<file path="config.mk">
export PLATFORM = sky130hd
export DESIGN_NAME = pc_redirect_ctrl
export DESIGN_NICKNAME = d
export VERILOG_FILES = /design/src/rtl/pc_redirect_ctrl_pkg.sv /design/src/rtl/pc_redirect_ctrl_sat_counter.sv /design/src/rtl/pc_redirect_ctrl.sv
export SDC_FILE = /design/constraint.sdc
export NUM_CORES = 1
export LEC_CHECK = 0
export ABC_AREA = 1
export CORE_AREA = 2 2 83 85
export DETAILED_ROUTE_END_ITERATION = 6
export DIE_AREA = 0 0 85 87
export PLACE_DENSITY_LB_ADDON = 0.15
export SYNTH_ARGS = -nofsm -noshare
export SYNTH_HDL_FRONTEND = slang
export SYNTH_SLANG_ARGS = --single-unit
</file>
<file path="constraint.sdc">
create_clock -name clk -period 2.1 [get_ports clk]
set_clock_uncertainty 0.15 [all_clocks]
set_input_delay 0.42 -clock clk [delete_from_list [all_inputs] [get_ports clk]]
set_output_delay 0.42 -clock clk [all_outputs]
set_load 0.01 [all_outputs]
</file>
<file path="src/rtl/pc_redirect_ctrl_pkg.sv">
// pc_redirect_ctrl_pkg
//   Shared definitions for the PC redirect controller:
//   - the PC source mux select encoding,
//   - the controller state encoding,
//   - a helper that maps the redirecting instruction's kind onto a mux select.
package pc_redirect_ctrl_pkg;

    // PC source mux inputs: sequential, branch/JAL target, JALR target, held target
    typedef enum logic [1:0] {
        PC_SEL_SEQ  = 2'd0,
        PC_SEL_BR   = 2'd1,
        PC_SEL_JALR = 2'd2,
        PC_SEL_HELD = 2'd3
    } pc_sel_e;

    // Controller states; 2'd3 is unused and recovers to BOOT
    typedef enum logic [1:0] {
        ST_BOOT    = 2'd0,
        ST_RUN     = 2'd1,
        ST_PENDING = 2'd2
    } ctrl_state_e;

    // JALR outranks JAL and taken branches; JAL and branch share the PC+imm input
    function automatic pc_sel_e redirect_sel(input logic is_jalr);
        pc_sel_e sel;
        if (is_jalr) begin
            sel = PC_SEL_JALR;
        end else begin
            sel = PC_SEL_BR;
        end
        return sel;
    endfunction

endpackage

</file>
<file path="src/rtl/pc_redirect_ctrl_sat_counter.sv">
// sat_counter
//   Saturating up-counter; sticks at all-ones and never wraps.
//   clk   : clock, rising edge
//   rst   : synchronous active-high reset, clears the count
//   inc   : increment request for this cycle
//   count : current count value
module sat_counter #(
    parameter int W = 16
) (
    input  logic         clk,
    input  logic         rst,
    input  logic         inc,
    output logic [W-1:0] count
);

    localparam logic [W-1:0] CNT_ZERO = {W{1'b0}};
    localparam logic [W-1:0] CNT_ONE  = {{(W-1){1'b0}}, 1'b1};
    localparam logic [W-1:0] CNT_MAX  = {W{1'b1}};

    logic [W-1:0] count_r;

    // Count register: clear on reset, increment unless already saturated
    always_ff @(posedge clk) begin
        if (rst) begin
            count_r <= CNT_ZERO;
        end else if (inc && (count_r != CNT_MAX)) begin
            count_r <= count_r + CNT_ONE;
        end else begin
            count_r <= count_r;
        end
    end

    assign count = count_r;

endmodule

</file>
<file path="src/rtl/pc_redirect_ctrl.sv">
// pc_redirect_ctrl
//   Controls the PC source mux (0=PC+4, 1=branch/JAL target, 2=JALR target,
//   3=held target). Resolves EX-stage control transfers, flushes wrong-path
//   instructions and defers a redirect while fetch is stalled. Owns the
//   held-target register: reset vector at boot, or the deferred target.
// Ports
//   clk, rst                : clock, synchronous active-high reset
//   if_stall                : fetch cannot accept a new PC this cycle
//   ex_valid/branch/taken/jal/jalr : EX-stage instruction qualifiers
//   ex_br_target            : PC+imm from EX
//   ex_jalr_target          : (rs1+imm)&~1 from EX
//   pc_sel, pc_write        : PC mux select and PC load enable
//   held_target             : mux input 3
//   flush_if_id, flush_id_ex: pipeline squash controls
//   redirect_cnt            : saturating count of redirects taken
module pc_redirect_ctrl
    import pc_redirect_ctrl_pkg::*;
#(
    parameter int              XLEN      = 32,
    parameter logic [XLEN-1:0] RESET_VEC = {XLEN{1'b0}},
    parameter int              CNT_W     = 16
) (
    input  logic             clk,
    input  logic             rst,
    input  logic             if_stall,
    input  logic             ex_valid,
    input  logic             ex_branch,
    input  logic             ex_taken,
    input  logic             ex_jal,
    input  logic             ex_jalr,
    input  logic [XLEN-1:0]  ex_br_target,
    input  logic [XLEN-1:0]  ex_jalr_target,
    output logic [1:0]       pc_sel,
    output logic             pc_write,
    output logic [XLEN-1:0]  held_target,
    output logic             flush_if_id,
    output logic             flush_id_ex,
    output logic [CNT_W-1:0] redirect_cnt
);

    ctrl_state_e     state_r;
    ctrl_state_e     next_state_s;
    logic [XLEN-1:0] held_target_r;
    logic            redir_s;
    logic [XLEN-1:0] target_s;
    logic            capture_s;
    logic            inc_s;

    assign redir_s  = ex_valid & (ex_jalr | ex_jal | (ex_branch & ex_taken));
    assign target_s = ex_jalr ? ex_jalr_target : ex_br_target;

    // State register; reset always returns to BOOT
    always_ff @(posedge clk) begin
        if (rst) begin
            state_r <= ST_BOOT;
        end else begin
            state_r <= next_state_s;
        end
    end

    // Held target: reset vector on reset, EX target when a redirect is deferred
    always_ff @(posedge clk) begin
        if (rst) begin
            held_target_r <= RESET_VEC;
        end else if (capture_s) begin
            held_target_r <= target_s;
        end else begin
            held_target_r <= held_target_r;
        end
    end

    // Next-state and output decode
    always_comb begin
        next_state_s = state_r;
        pc_sel       = PC_SEL_SEQ;
        pc_write     = 1'b0;
        flush_if_id  = 1'b0;
        flush_id_ex  = 1'b0;
        capture_s    = 1'b0;
        inc_s        = 1'b0;
        if (rst) begin
            // Everything quiet while reset is held; a deferred target is dropped
            next_state_s = ST_BOOT;
        end else begin
            case (state_r)
                ST_BOOT: begin
                    // Fetch from the reset vector; nothing in the pipe is real yet
                    pc_sel      = PC_SEL_HELD;
                    pc_write    = ~if_stall;
                    flush_if_id = 1'b1;
                    flush_id_ex = 1'b1;
                    if (!if_stall) begin
                        next_state_s = ST_RUN;
                    end else begin
                        next_state_s = ST_BOOT;
                    end
                end
                ST_RUN: begin
                    if (redir_s && !if_stall) begin
                        // Redirect lands on this edge
                        pc_sel      = redirect_sel(ex_jalr);
                        pc_write    = 1'b1;
                        flush_if_id = 1'b1;
                        flush_id_ex = 1'b1;
                        inc_s       = 1'b1;
                    end else if (redir_s) begin
                        // Fetch frozen: park the target and replay it later
                        flush_if_id  = 1'b1;
                        flush_id_ex  = 1'b1;
                        capture_s    = 1'b1;
                        inc_s        = 1'b1;
                        next_state_s = ST_PENDING;
                    end else begin
                        pc_sel   = PC_SEL_SEQ;
                        pc_write = ~if_stall;
                    end
                end
                ST_PENDING: begin
                    // Anything reaching EX now is wrong-path and already squashed
                    pc_sel      = PC_SEL_HELD;
                    flush_if_id = 1'b1;
                    flush_id_ex = 1'b1;
                    if (!if_stall) begin
                        pc_write     = 1'b1;
                        next_state_s = ST_RUN;
                    end else begin
                        pc_write     = 1'b0;
                        next_state_s = ST_PENDING;
                    end
                end
                default: begin
                    next_state_s = ST_BOOT;
                end
            endcase
        end
    end

    assign held_target = held_target_r;

    sat_counter #(
        .W(CNT_W)
    ) u_redirect_cnt (
        .clk   (clk),
        .rst   (rst),
        .inc   (inc_s),
        .count (redirect_cnt)
    );

endmodule
</file>
==> results.yml, run 1 <==
logic_synthesis:
  synth-seq-area-share_pct: 38.7
  postSynthCellCount: 317
  syn_area_sq_um: 2580
  syn_area_per_cell_sq_um: 8.15
  yosysWarnings: 0
  yosysUniqueCellTypes: 27
  ys_ff_latch: 50
  syn_nets: 390
sta:
  finalHoldViolations: 0
  fmax_mhz: 505
  fin_crit_ns: 1.98
  setup_viol: 0
  worstMarginPinSlew_ns: 0.509
  whs_ns: 0.370
  relSlewSlack_pct: 66.0
  period_share_pct: 94.3
  slew_violations: 0
flow_run:
  drv_cap: 0
worst_setup_path:
  worst-path-max-fanout: 3
  critPathArrivalTime_ns: 1.41
  critPathLaunchType: "flip-flop"
  critPathCaptureType: "output pin"
  worst-setup-path-type: "flip-flop to output pin"
  cp.required_ns: 1.53
  r2r_cells: 9
clocking:
  tritoncts.num_buffers: 5
  cts_root_buffer: "clkbuf_8"
  htree_levels: 2
  cts_sinks: 50
  clockBufferDepth: 2
  clkTransAtPathRegs_ns: 0.09
  clkLatencyLatePin_ns: 0.29
  cts_tree: "yes"
  cts.hold.buffers_added: 0
die:
  core_area_sq_um: 6570
  core.rowCount: 30
  io_pins: 125
  dieArea_sq_um: 7400
  die_h_microns: 87
  fp.dieW_microns: 85
  start_util_pct: 39.4
global_route:
  grt_start_max_net_pins: 42
  grt_overflow: 0
  grt_antenna_before_repair: 0
  grtUsageTotal_pct: 18.9
  grt_pass1_vias: 2449
  grt_pass1_wl_microns: 11200
drt:
  drt-initial-drc-count: 72
  via_count: 2578
  avgRoutedWirePerCell_microns: 13.1
  drt_wl_total_microns: 6890
  viasPerCell: 4.88
  first_pass_iters: 5
  ant_nets: 0
  drc: 0
final_layout:
  final_cell_area_sq_um: 4100
  mostFrequentLayoutCells: "clkdlybuf4s50_1 (114), nand2_1 (65), dfxtp_1 (50), mux2i_1 (32), o21ai_1 (30)"
  final_cell_count_no_fill: 528
  final_common_cell: "clkdlybuf4s50_1"
  nFillCells: 580
  drive_gt1_share_pct: 15.6
  fin_nets: 520
  diodes: 0
  area_delta_synth_final_pct: 58.7
placed_design:
  dp_hpwl_microns: 5200
  post_dp_cell_area_sq_um: 3960
  place_inst: 520
  numPortBuffers: 124
  gp_congestion: 0.809
hold_path:
  whs_path_depth: 2
  min_path_type: "flip-flop to flip-flop"
outcome:
  status: "complete, no violations"
power_and_ir_drop:
  ir_worst_vdd_mv: 0.270
  leakagePower_nw: 1.57
  powerDensity_nw_per_um2: 524
==> metal layers <==
layer	wire (microns)	track usage (%)	vias up
li1	-	-	1329
met1	2930	21.6	1155
met2	3330	33.0	88
met3	554	6.82	6
met4	83	5.48	0
met5	0	0	-
==> final cells by class <==
type / instances / area, sq um / share of cell area (%)
Timing Repair Buffer: 141 / 1390 / 33.9
Sequential cell: 50 / 1000 / 24.4
Multi-Input combinational cell: 238 / 1430 / 34.8
Inverter: 11 / 42.5 / 1.04
Clock inverter: 2 / 60.1 / 1.46
Clock buffer: 6 / 82.6 / 2.01
Tap cell: 80 / 100 / 2.44
==> flip-flops by register name, indices dropped and copies added, names as in the netlist <==
register	count
held_target	32
state_r	2
u_redirect_cnt.count	16
==> timing repair <==
action / 4_1_cts / 5_1_grt
pin swaps: 0 / 6
setup endpoints to repair: 7 / 13
cloned: 0 / 0
resized for setup: 19 / 10
buffers inserted: 0 / 0
==> Yosys cell counts, drive strengths merged <==
master | n | area share [%]
clkinv | 1 | 0.19
nand4 | 4 | 1.2
nor3 | 2 | 0.39
a21oi | 50 | 13
dfxtp | 50 | 39
buf | 14 | 4.4
xnor2 | 4 | 1.4
clkbuf | 4 | 0.58
o21ai | 39 | 7.6
nand3 | 6 | 1.6
mux2i | 32 | 12
nand2 | 67 | 9.8
ha | 1 | 0.48
nand3b | 1 | 0.29
inv | 10 | 1.5
nor2 | 32 | 6.3
==> metrics by stage <==
stage	setup slack [ns]	utilization (%)	TNS, ns	power (mW)
floorplan	0.194	-	0	1.14
global placement	-0.425	60.2	-12.45	1.35
detailed placement	-0.454	60.2	-13.27	1.35
CTS	0.00878	62.4	0	2.17
global route	-0.0123	62.5	-0.0123	2.24
finish	0.119	62.5	0	2.15
==> where the power goes <==
group | switching, mW | internal [mW] | total, mW
registers | 0.00985 | 0.964 | 0.974
logic | 0.138 | 0.209 | 0.347
clock network | 0.320 | 0.508 | 0.828
==> path summary, 6_finish.rpt <==
| check | slack, ns | from | endpoint |
|---|---|---|---|
| min | 0.37 | u_redirect_cnt.count[15]$_SDFFE_PP0P_ | u_redirect_cnt.count[15]$_SDFFE_PP0P_ |
| max | 0.12 | state_r[0]$_SDFFE_PP0P_ | pc_sel[0] |
| max reg2reg | 0.26 | u_redirect_cnt.count[1]$_SDFFE_PP0P_ | u_redirect_cnt.count[3]$_SDFFE_PP0P_ |
| min reg2reg | 0.37 | u_redirect_cnt.count[15]$_SDFFE_PP0P_ | u_redirect_cnt.count[15]$_SDFFE_PP0P_ |
==> kinds of logic after synthesis <==
| kind of cell | count (synthesis) | share of synthesized area (%) |
|---|---|---|
| adder cells (fa/ha/maj) | 1 | 0.484 |
| buffers and inverters | 29 | 6.63 |
| flip-flops | 50 | 38.7 |
| XOR/XNOR | 4 | 1.36 |
| AND/OR/NAND/NOR | 112 | 19.7 |
| multiplexers | 32 | 12.4 |
| AO/OA/AOI/OAI | 89 | 20.7 |
==> worst max-delay path, stage by stage (launching register included) <==
cell	delay, ns
dfxtp_1	0.35
inv_2	0.06
nor2_4	0.12
nand3_4	0.11
nor3_2	0.18
nor2_1	0.06
nor2_1	0.09
buf_2	0.13
(Power assumes the default switching activity.)
==> run 2, diff against run 1 <==
Settings changed: REMOVE_ABC_BUFFERS from default to 1, SYNTH_HIERARCHICAL from default to 1.
Clock period 2.1 ns to 2.5 ns, I/O delays scaled along.
==> run 2 against run 1 <==
  * Global-route usage up 1.4 points
  * Sequential cell count unchanged
  * Routed wire length up 6.8%
  * First-iteration DRC count up 74%
  * Combinational power down 15%
  * Highest routed layer unchanged
==> results.yml, run 2 <==
placed_design:
  dp_hpwl_microns: 5590
  gp_congestion: 0.905
  numPortBuffers: 124
logic_synthesis:
  synth.top_cell.area_share_pct: 35.6
  syn_area_per_cell_sq_um: 5.81
  synth-edff-count: 0
  syn_area_sq_um: 2810
  yosysTopAreaCell: "dfxtp_1"
  synth-seq-area-share_pct: 35.6
  postSynthCellCount: 484
  synth_area_leaders: "dfxtp_1 (36%), nand2_1 (28%), nor2_1 (14%)"
  yosysUniqueCellTypes: 22
  synth_most_common_cell: "nand2_1"
  ys.flop_type: "dfxtp_1"
  netlist_top_cells_count: "nand2_1 (212), nor2_1 (107), dfxtp_1 (50)"
  ys_ff_latch: 50
  yosysWarnings: 6
  async_flop_share_pct: 0
sta:
  worstMarginPinSlew_ns: 0.513
  rsz0062_at_grt: "no"
  setup_viol: 0
  period_share_pct: 95.6
  fin_crit_ns: 2.39
  slew_violations: 0
  finalHoldViolations: 0
  setup_tns_ns: 0
  fmax_mhz: 418
  relSlewSlack_pct: 65.8
global_route:
  grt_antenna_before_repair: 0
  grt_overflow: 0
  grtUsageTotal_pct: 20.3
  grt_pass1_wl_microns: 12400
  grt_start_max_net_pins: 39
  grt_pass1_vias: 2914
worst_setup_path:
  cp.buffers_inverters: 3
  crit_top_cell: "clkdlybuf4s50_1"
  cp_top_family: "buffers and inverters"
  critPathMaxStageDelay_ns: 0.54
  worst-setup-path-type: "input pin to output pin"
  cp.required_ns: 1.85
  critPathLaunchType: "input pin"
  worst-path-max-fanout: 3
  crit_path_cell_trace: "clkdlybuf4s50_1 -> inv_1 -> nand2_1 -> nor2_1 -> clkdlybuf4s50_1"
  cp_slowest_cell: "clkdlybuf4s50_1"
  critPathCaptureType: "output pin"
  critPathArrivalTime_ns: 1.74
drt:
  via_count: 3145
  drt-initial-drc-count: 125
  drc: 0
  ant_nets: 0
  first_pass_iters: 4
  viasPerCell: 4.54
  avgRoutedWirePerCell_microns: 10.6
  drt_wl_total_microns: 7370
final_layout:
  mostFrequentLayoutCells: "nand2_1 (212), clkdlybuf4s50_1 (119), nor2_1 (107), dfxtp_1 (50), inv_1 (45)"
  largest_register_ffs: 32
  final_common_cell: "nand2_1"
  diodes: 0
  drive_gt1_share_pct: 7.35
  nFillCells: 607
  area_delta_synth_final_pct: 52.7
  fin_nets: 684
clocking:
  tritoncts.num_buffers: 5
  cts_tree: "yes"
  clkTransAtPathRegs_ns: 0.10
  htree_levels: 2
  cts.hold.buffers_added: 0
  cts_root_buffer: "clkbuf_8"
  cts_sinks: 50
  clkLatencyLatePin_ns: 0.30
  clockBufferDepth: 2
die:
  io_pins: 125
  core.rowCount: 30
  start_util_pct: 42.8
  die_h_microns: 87
  dieArea_sq_um: 7400
  fp.dieW_microns: 85
  core_area_sq_um: 6570
outcome:
  status: "complete, no violations"
hold_path:
  min_path_type: "flip-flop to flip-flop"
power_and_ir_drop:
  leakagePower_nw: 2.10
  powerDensity_nw_per_um2: 419
  p_total_mw: 1.80
  ir_worst_vdd_mv: 0.253
flow_run:
  drv_cap: 0
run 2: changes by cell type after synthesis, moves of 17 or more:
cell / delta
nand2_1: +146
nor2_1: +81
inv_1: +36
mux2i_1: -32
o21ai_1: -30
a21oi_2: -24
a21oi_1: -17
run 2: cell type report:
class	count	area [sq um]	area share, %
tap	80	100	2.33
sequential	50	1000	23.3
inverter	46	173	4.02
clock inverter	3	68.8	1.60
timing repair buffer	140	1370	31.8
multi-input combinational	368	1520	35.3
clock buffer	5	68.8	1.60
run 2: layer usage:
layer | GRT usage (%) | share of wire, % | vias up
met4 | 5.92 | 1.8 | 0
met5 | 0 | 0 | -
met1 | 22.7 | 42 | 1357
met3 | 5.97 | 7.0 | 12
met2 | 37.1 | 49 | 92
li1 | - | - | 1684
run 2: path summary, 6_finish.rpt:
path | from | end | cells past startpoint | slack, ns
setup / recovery | rst | pc_write | 5 | 0.11
hold / removal | held_target[23]$_SDFFE_PP0P_ | held_target[23]$_SDFFE_PP0P_ | 4 | 0.37
setup reg to reg | state_r[0]$_SDFFE_PP0P_ | u_redirect_cnt/count[13]$_SDFFE_PP0P_ | 9 | 0.60
hold reg to reg | held_target[23]$_SDFFE_PP0P_ | held_target[23]$_SDFFE_PP0P_ | 4 | 0.37
run 2: where the power goes:
part           total [mW]  leakage (nW)  switching, mW  internal (mW)
clock               0.684        0.0683          0.283          0.401
combinational       0.296          1.62          0.123          0.174
sequential          0.820         0.404        0.00956          0.811
run 2: cells by family after synthesis:
logic type / count (synthesis) / share of synthesized area, %
simple gates: 358 / 51.9
flops: 50 / 35.6
buf+inv: 66 / 10.5
fa+ha+maj: 1 / 0.445
compound gates: 9 / 1.60
run 2: tightest hold or removal path: stages (launching register included):
cell and delay (ns):
dfxtp_1 0.32, inv_1 0.05, nand2_1 0.04, nand2_1 0.05, nor2_1 0.03
run 2: per-stage QoR:
step / area [sq um] / setup slack, ns / hold WS [ns] / utilization (%) / std cells
after floorplan: 2690 / 0.225 / 0.326 / - / 464
after global placement: 4160 / -0.170 / 0.346 / 63.4 / 684
after detailed placement: 4160 / -0.242 / 0.350 / 63.4 / 684
after CTS: 4300 / 0.0309 / 0.369 / 65.4 / 692
after global routing: 4300 / 0.0233 / 0.398 / 65.4 / 692
final: 4300 / 0.110 / 0.368 / 65.4 / 692
run 2: what timing repair did:
action / 4_1_cts / 5_1_grt
setup buffers: 0 / 0
setup endpoints to repair: 4 / 3
hold endpoints to repair: 0 / 0
gates cloned: 0 / 0
gates resized for setup: 4 / 3
==> run 3, diff against run 2 <==
Settings changed: ABC_CLOCK_PERIOD_IN_PS from default to 2500, CORE_AREA 2 2 83 85 to 2 2 106 67, DIE_AREA 0 0 85 87 to 0 0 108 69.
==> run 3 against run 2 <==
  * Sequential power about the same
  * Sequential share of layout area increased by 0.23 points
  * Count of clock-buffer cells in the layout increased by 2
  * Setup slack got worse by 0.018 ns
  * Register-to-register slack about the same
  * Non-clock buffer count decreased by 2
  * Critical path type unchanged
  * Critical endpoint unchanged
==> results.yml, run 3 (same netlist as run 2, synthesis figures left out) <==
outcome:
  status: "complete, no violations"
worst_setup_path:
  worst-path-max-fanout: 3
  critPathLaunchType: "input pin"
  worst-setup-path-type: "input pin to output pin"
  critPathCaptureType: "output pin"
  cp.required_ns: 1.85
  critPathArrivalTime_ns: 1.76
global_route:
  grtUsageTotal_pct: 20.3
  grt_pass1_wl_microns: 12300
  grt_start_max_net_pins: 34
  grt_pass1_vias: 2845
  grt_overflow: 0
  grt_antenna_before_repair: 0
final_layout:
  final_cell_count_no_fill: 697
  post-route-util_pct: 65.7
  ff_latch_area_sq_um: 1000
  area_delta_synth_final_pct: 51.2
  diodes: 0
  fin_nets: 682
  largest_register_ffs: 32
  mostFrequentLayoutCells: "nand2_1 (212), clkdlybuf4s50_1 (119), nor2_1 (107), dfxtp_1 (50), inv_1 (45)"
  drive_gt1_share_pct: 7.21
  multi_input_area_sq_um: 1520
  nFillCells: 611
  final_common_cell: "nand2_1"
  final_cell_area_sq_um: 4250
placed_design:
  gp_congestion: 0.916
  place_inst: 689
  post-place-ws_ns: -0.424
  numPortBuffers: 124
  dp_hpwl_microns: 5660
  post_dp_cell_area_sq_um: 4170
sta:
  setup_slack_ns: 0.0920
  period_share_pct: 96.3
  rsz0062_at_grt: "no"
  setup_tns_ns: 0
  fmax_mhz: 415
  whs_ns: 0.355
  setup_viol: 0
  slew_violations: 0
  relSlewSlack_pct: 65.5
  worstMarginPinSlew_ns: 0.517
  finalHoldViolations: 0
  fin_crit_ns: 2.41
die:
  core_area_sq_um: 6470
  die_h_microns: 69
  start_util_pct: 43.4
  dieArea_sq_um: 7450
  fp.dieW_microns: 108
  io_pins: 125
  core.rowCount: 23
drt:
  drt-initial-drc-count: 102
  first_pass_iters: 4
  viasPerCell: 4.44
  ant_nets: 0
  drt_wl_total_microns: 7490
  avgRoutedWirePerCell_microns: 10.7
  drc: 0
  via_count: 3098
power_and_ir_drop:
  powerDensity_nw_per_um2: 377
  ir_worst_vdd_mv: 0.246
  leakagePower_nw: 2.06
  p_total_mw: 1.60
clocking:
  cts_root_buffer: "clkbuf_8"
  cts_setup_buffers: 0
  clkLatencyLatePin_ns: 0.29
  cts_tree: "yes"
  tritoncts.num_buffers: 5
  cts_sinks: 50
  clkTransAtPathRegs_ns: 0.09
  htree_levels: 2
  clockBufferDepth: 2
hold_path:
  min_path_type: "flip-flop to flip-flop"
flow_run:
  drv_cap: 0
-- run 3: changes by cell type in the layout (fill, tap and decap cells not counted), sizes merged --
| cell | delta |
|---|---|
| buf | -2 |
| clkbuf | +3 |
| dlymetal6s2s | -1 |
| bufinv | -2 |
-- run 3: final cells by class --
cell class                      instances  share of cell area [%]
Clock buffer                            7                    2.03
Clock inverter                          1                   0.118
Inverter                               46                    4.06
Multi-Input combinational cell        368                    35.8
Sequential cell                        50                    23.5
Tap cell                               87                    2.56
Timing Repair Buffer                  138                    31.9
-- run 3: repair_timing --
item | CTS | global route
gates resized for setup | 5 | 5
setup endpoints to repair | 6 | 5
hold buffers | 0 | 0
gates cloned | 0 | 0
-- run 3: power breakdown --
| group | switching [mW] | leakage (nW) | internal [mW] |
|---|---|---|---|
| sequential | 0.00927 | 0.404 | 0.811 |
| combinational | 0.127 | 1.61 | 0.174 |
| clock | 0.260 | 0.0482 | 0.224 |
| total | 0.396 | 2.06 | 1.21 |
-- run 3: layer usage --
layer  vias up  track usage, %  wire length, microns
li1       1681               -                     -
met1      1314            25.5                  3530
met2        95            33.9                  3270
met3         8            5.77                   610
met4         0            5.56                    84
met5         -               0                     0
-- run 3: path summary, 6_finish.rpt --
| kind | start | endpoint | slack [ns] | cells past startpoint |
|---|---|---|---|---|
| setup / recovery | rst | pc_write | 0.09 | 5 |
| hold / removal | state_r[0]$_SDFFE_PP0P_ | state_r[0]$_SDFFE_PP0P_ | 0.35 | 2 |
| setup reg to reg | state_r[0]$_SDFFE_PP0P_ | u_redirect_cnt/count[14]$_SDFFE_PP0P_ | 0.59 | 10 |
| hold reg to reg | state_r[0]$_SDFFE_PP0P_ | state_r[0]$_SDFFE_PP0P_ | 0.35 | 2 |
-- run 3: worst max-delay path: stages --
cell and delay, ns:
clkdlybuf4s50_1 0.44, inv_1 0.09, nand2_1 0.08, nor2_1 0.09
clkdlybuf4s50_1 0.56
==> variant, RTL diff (settings of run 3) <==
`XLEN`: 32 -> 28.
--- a/src/rtl/pc_redirect_ctrl.sv
+++ b/src/rtl/pc_redirect_ctrl.sv
@@ -16,7 +16,7 @@
 module pc_redirect_ctrl
     import pc_redirect_ctrl_pkg::*;
 #(
-    parameter int              XLEN      = 32,
+    parameter int              XLEN      = 28,
     parameter logic [XLEN-1:0] RESET_VEC = {XLEN{1'b0}},
     parameter int              CNT_W     = 16
 ) (
Interface: changed (resized ex_br_target, ex_jalr_target and held_target); port bits go from 125 to 113. No check against the original RTL was run, so the function may have changed too.
==> variant against run 3 <==
Wire length down 6.2%; synthesized cell count is 7.9% lower; maximum frequency shrank 0.31%; via count is 8.2% lower; power fell by 8.8%; register-to-register slack improved by 0.09 ns; largest power group unchanged; combinational power decreased by 9.0%; cell area is 7.5% lower; area after synthesis fell by 8.0%; sequential cell count down 4; setup slack got worse by 0.0075 ns; sequential share of layout area is 0.13 points lower.
==> variant: results (changes against run 3) <==
| Metric | Value |
|---|---|
| Status | `finished, final reports clean` |
| Clock Pin Slew Worst Setup and Hold Paths | `0.08 ns` |
| Area share of fa/ha/maj cells after synthesis | `0.4836% (+0.039 points)` |
| Worst max-slew margin expressed relative to the limit | `66.00% (+0.52 points)` |
| Post-CTS Resized | `7 (+2)` |
| Max-slew violation count | `0 (unchanged)` |
| TritonCTS Buffers | `5 (unchanged)` |
| Sequential cell area fraction in the yosys report | `35.59% (about the same)` |
| Number of cell instances on the worst register-to-register path | `9 (-1)` |
| Post-synthesis area per instance | `5.802 um2 (-0.17%)` |
| Deepest clock path buffer count | `2 (unchanged)` |
| Antenna diode count | `0 (unchanged)` |
| Startpoint of the tightest hold check path | `held_target[9]$_SDFFE_PP0P_` |
| Detailed-route vias per instance | `4.375 (-1.6%)` |
| Pin count of the biggest net entering global routing | `35 (+2.9%)` |
| Number of port buffers | `112 (-9.7%)` |
| Final weighted congestion of routability-driven global placement | `0.9135 (-0.29%)` |
| Fraction of synthesized area in multiplexers | `0% (unchanged)` |
| R2r endpoint | `u_redirect_cnt/count[13]$_SDFFE_PP0P_` |
| Worst-path cell with the longest stage delay | `sky130_fd_sc_hd__clkdlybuf4s50_1` |
| Number of global-route vias before repair | `2515 (-12%)` |
| Startpoint of the worst register-to-register path | `state_r[0]$_SDFFE_PP0P_` |
| Post-placement cell count | `643 (-6.7%)` |
| Hold EP | `held_target[9]$_SDFFE_PP0P_` |
| Cell family with the largest share of critical-path delay | `buffers and inverters` |
| Number of nets in the layout | `628 (-7.9%)` |
| Wire length after detailed routing | `7.029 mm (-6.2%)` |
| Leakage power of the design | `1.893 nW (-8.3%)` |
| Max FFs per register | `28 (-13%)` |
| R2R Setup Slk | `0.68 ns (+0.09 ns)` |
| Share of post-route cells with drive strength above 1 | `7.993% (+0.78 points)` |
| Number of levels the H-tree was split into | `2 (unchanged)` |
| Cell area after placement | `3835 um2 (-8.0%)` |
| Number of detailed-route iterations in the first pass | `5 (+1)` |
| Switching component of the power | `0.3670 mW (-7.3%)` |
| Detailed placer's ending HPWL | `5.316 mm (-6.1%)` |
| Hold_ws | `0.3626 ns (+0.007769 ns)` |
| Top area cells in the synthesized netlist | `sky130_fd_sc_hd__dfxtp_1, sky130_fd_sc_hd__nand2_1, sky130_fd_sc_hd__nor2_1` |
| Routed wirelength normalized by instance count | `10.81 um (+0.60%)` |
| Synth Area in Compound Gates | `1.741% (+0.14 points)` |
| Most numerous cell types in the synthesized netlist | `sky130_fd_sc_hd__nand2_1, sky130_fd_sc_hd__nor2_1, sky130_fd_sc_hd__dfxtp_1` |
| Drt first-iter violations | `127 (+25%)` |
| Number of inserted filler cells in the final layout | `623 (+2.0%)` |
| VDD IR max | `192.3 uV (-22%)` |
| Peak per-stage delay on the critical path | `0.47 ns (-0.09 ns)` |
| All-layer global routing usage | `18.78% (-1.5 points)` |
| Post-synthesis cell type count | `23 (+4.5%)` |
| Clock latency at the later pin of the worst-skew pair | `0.30 ns` |
| Global-route wire length before repair | `11.32 mm (-8.1%)` |
| Hold Path Stages | `4 (+2)` |
| Warning count from the yosys run | `6 (unchanged)` |
==> variant: power groups by stage <==
stage	sequential (mW)	clock [mW]	combinational (mW)
floorplan	0.776	0	0.0926
global placement	0.770	0	0.273
detailed placement	0.771	0	0.276
CTS	0.754	0.451	0.275
global route	0.756	0.478	0.301
finish	0.754	0.436	0.273
==> variant: layer usage <==
metal | wire, um | part of all wire, % | global-route usage, % | vias to the layer above
li1 | - | - | - | 1554
met3 | 689 | 9.8 | 6.055 | 8
met4 | 55 | 0.78 | 4.986 | 0
met5 | 0 | 0 | 0 | -
met2 | 2958 | 42 | 28.79 | 87
met1 | 3327 | 47 | 25.42 | 1195
==> variant: through the flow <==
stage | setup WS (ns) | utilization [%]
global placement | -0.2343 | 59.23
floorplan | 0.2091 | -
CTS | 0.03150 | 60.43
finish | 0.08449 | 60.77
detailed placement | -0.2371 | 59.23
global route | 0.01532 | 60.77
==> variant: how the worst max path moves through the flow <==
| stage | start | to | slack, ns | depth (start not counted) |
|---|---|---|---|---|
| 3_5_place_dp | ex_jalr | flush_id_ex | -0.24 | 6 |
| 3_3_place_gp | ex_jalr | flush_id_ex | -0.23 | 6 |
| 6_report | ex_jal | pc_sel[0] | 0.08 | 8 |
| 2_1_floorplan | ex_branch | u_redirect_cnt/count[13]$_SDFFE_PP0P_ | 0.21 | 10 |
| 5_1_grt | ex_jal | pc_sel[0] | 0.02 | 8 |
| 4_1_cts | ex_jalr | pc_sel[0] | 0.03 | 8 |
==> variant: area by class of cell <==
| class | instances | area share (%) |
|---|---|---|
| tap | 87 | 2.766 |
| inverter | 42 | 4.006 |
| sequential | 46 | 23.40 |
| timing repair buffer | 128 | 31.57 |
| clock buffer | 7 | 1.940 |
| multi-input combinational | 340 | 36.31 |
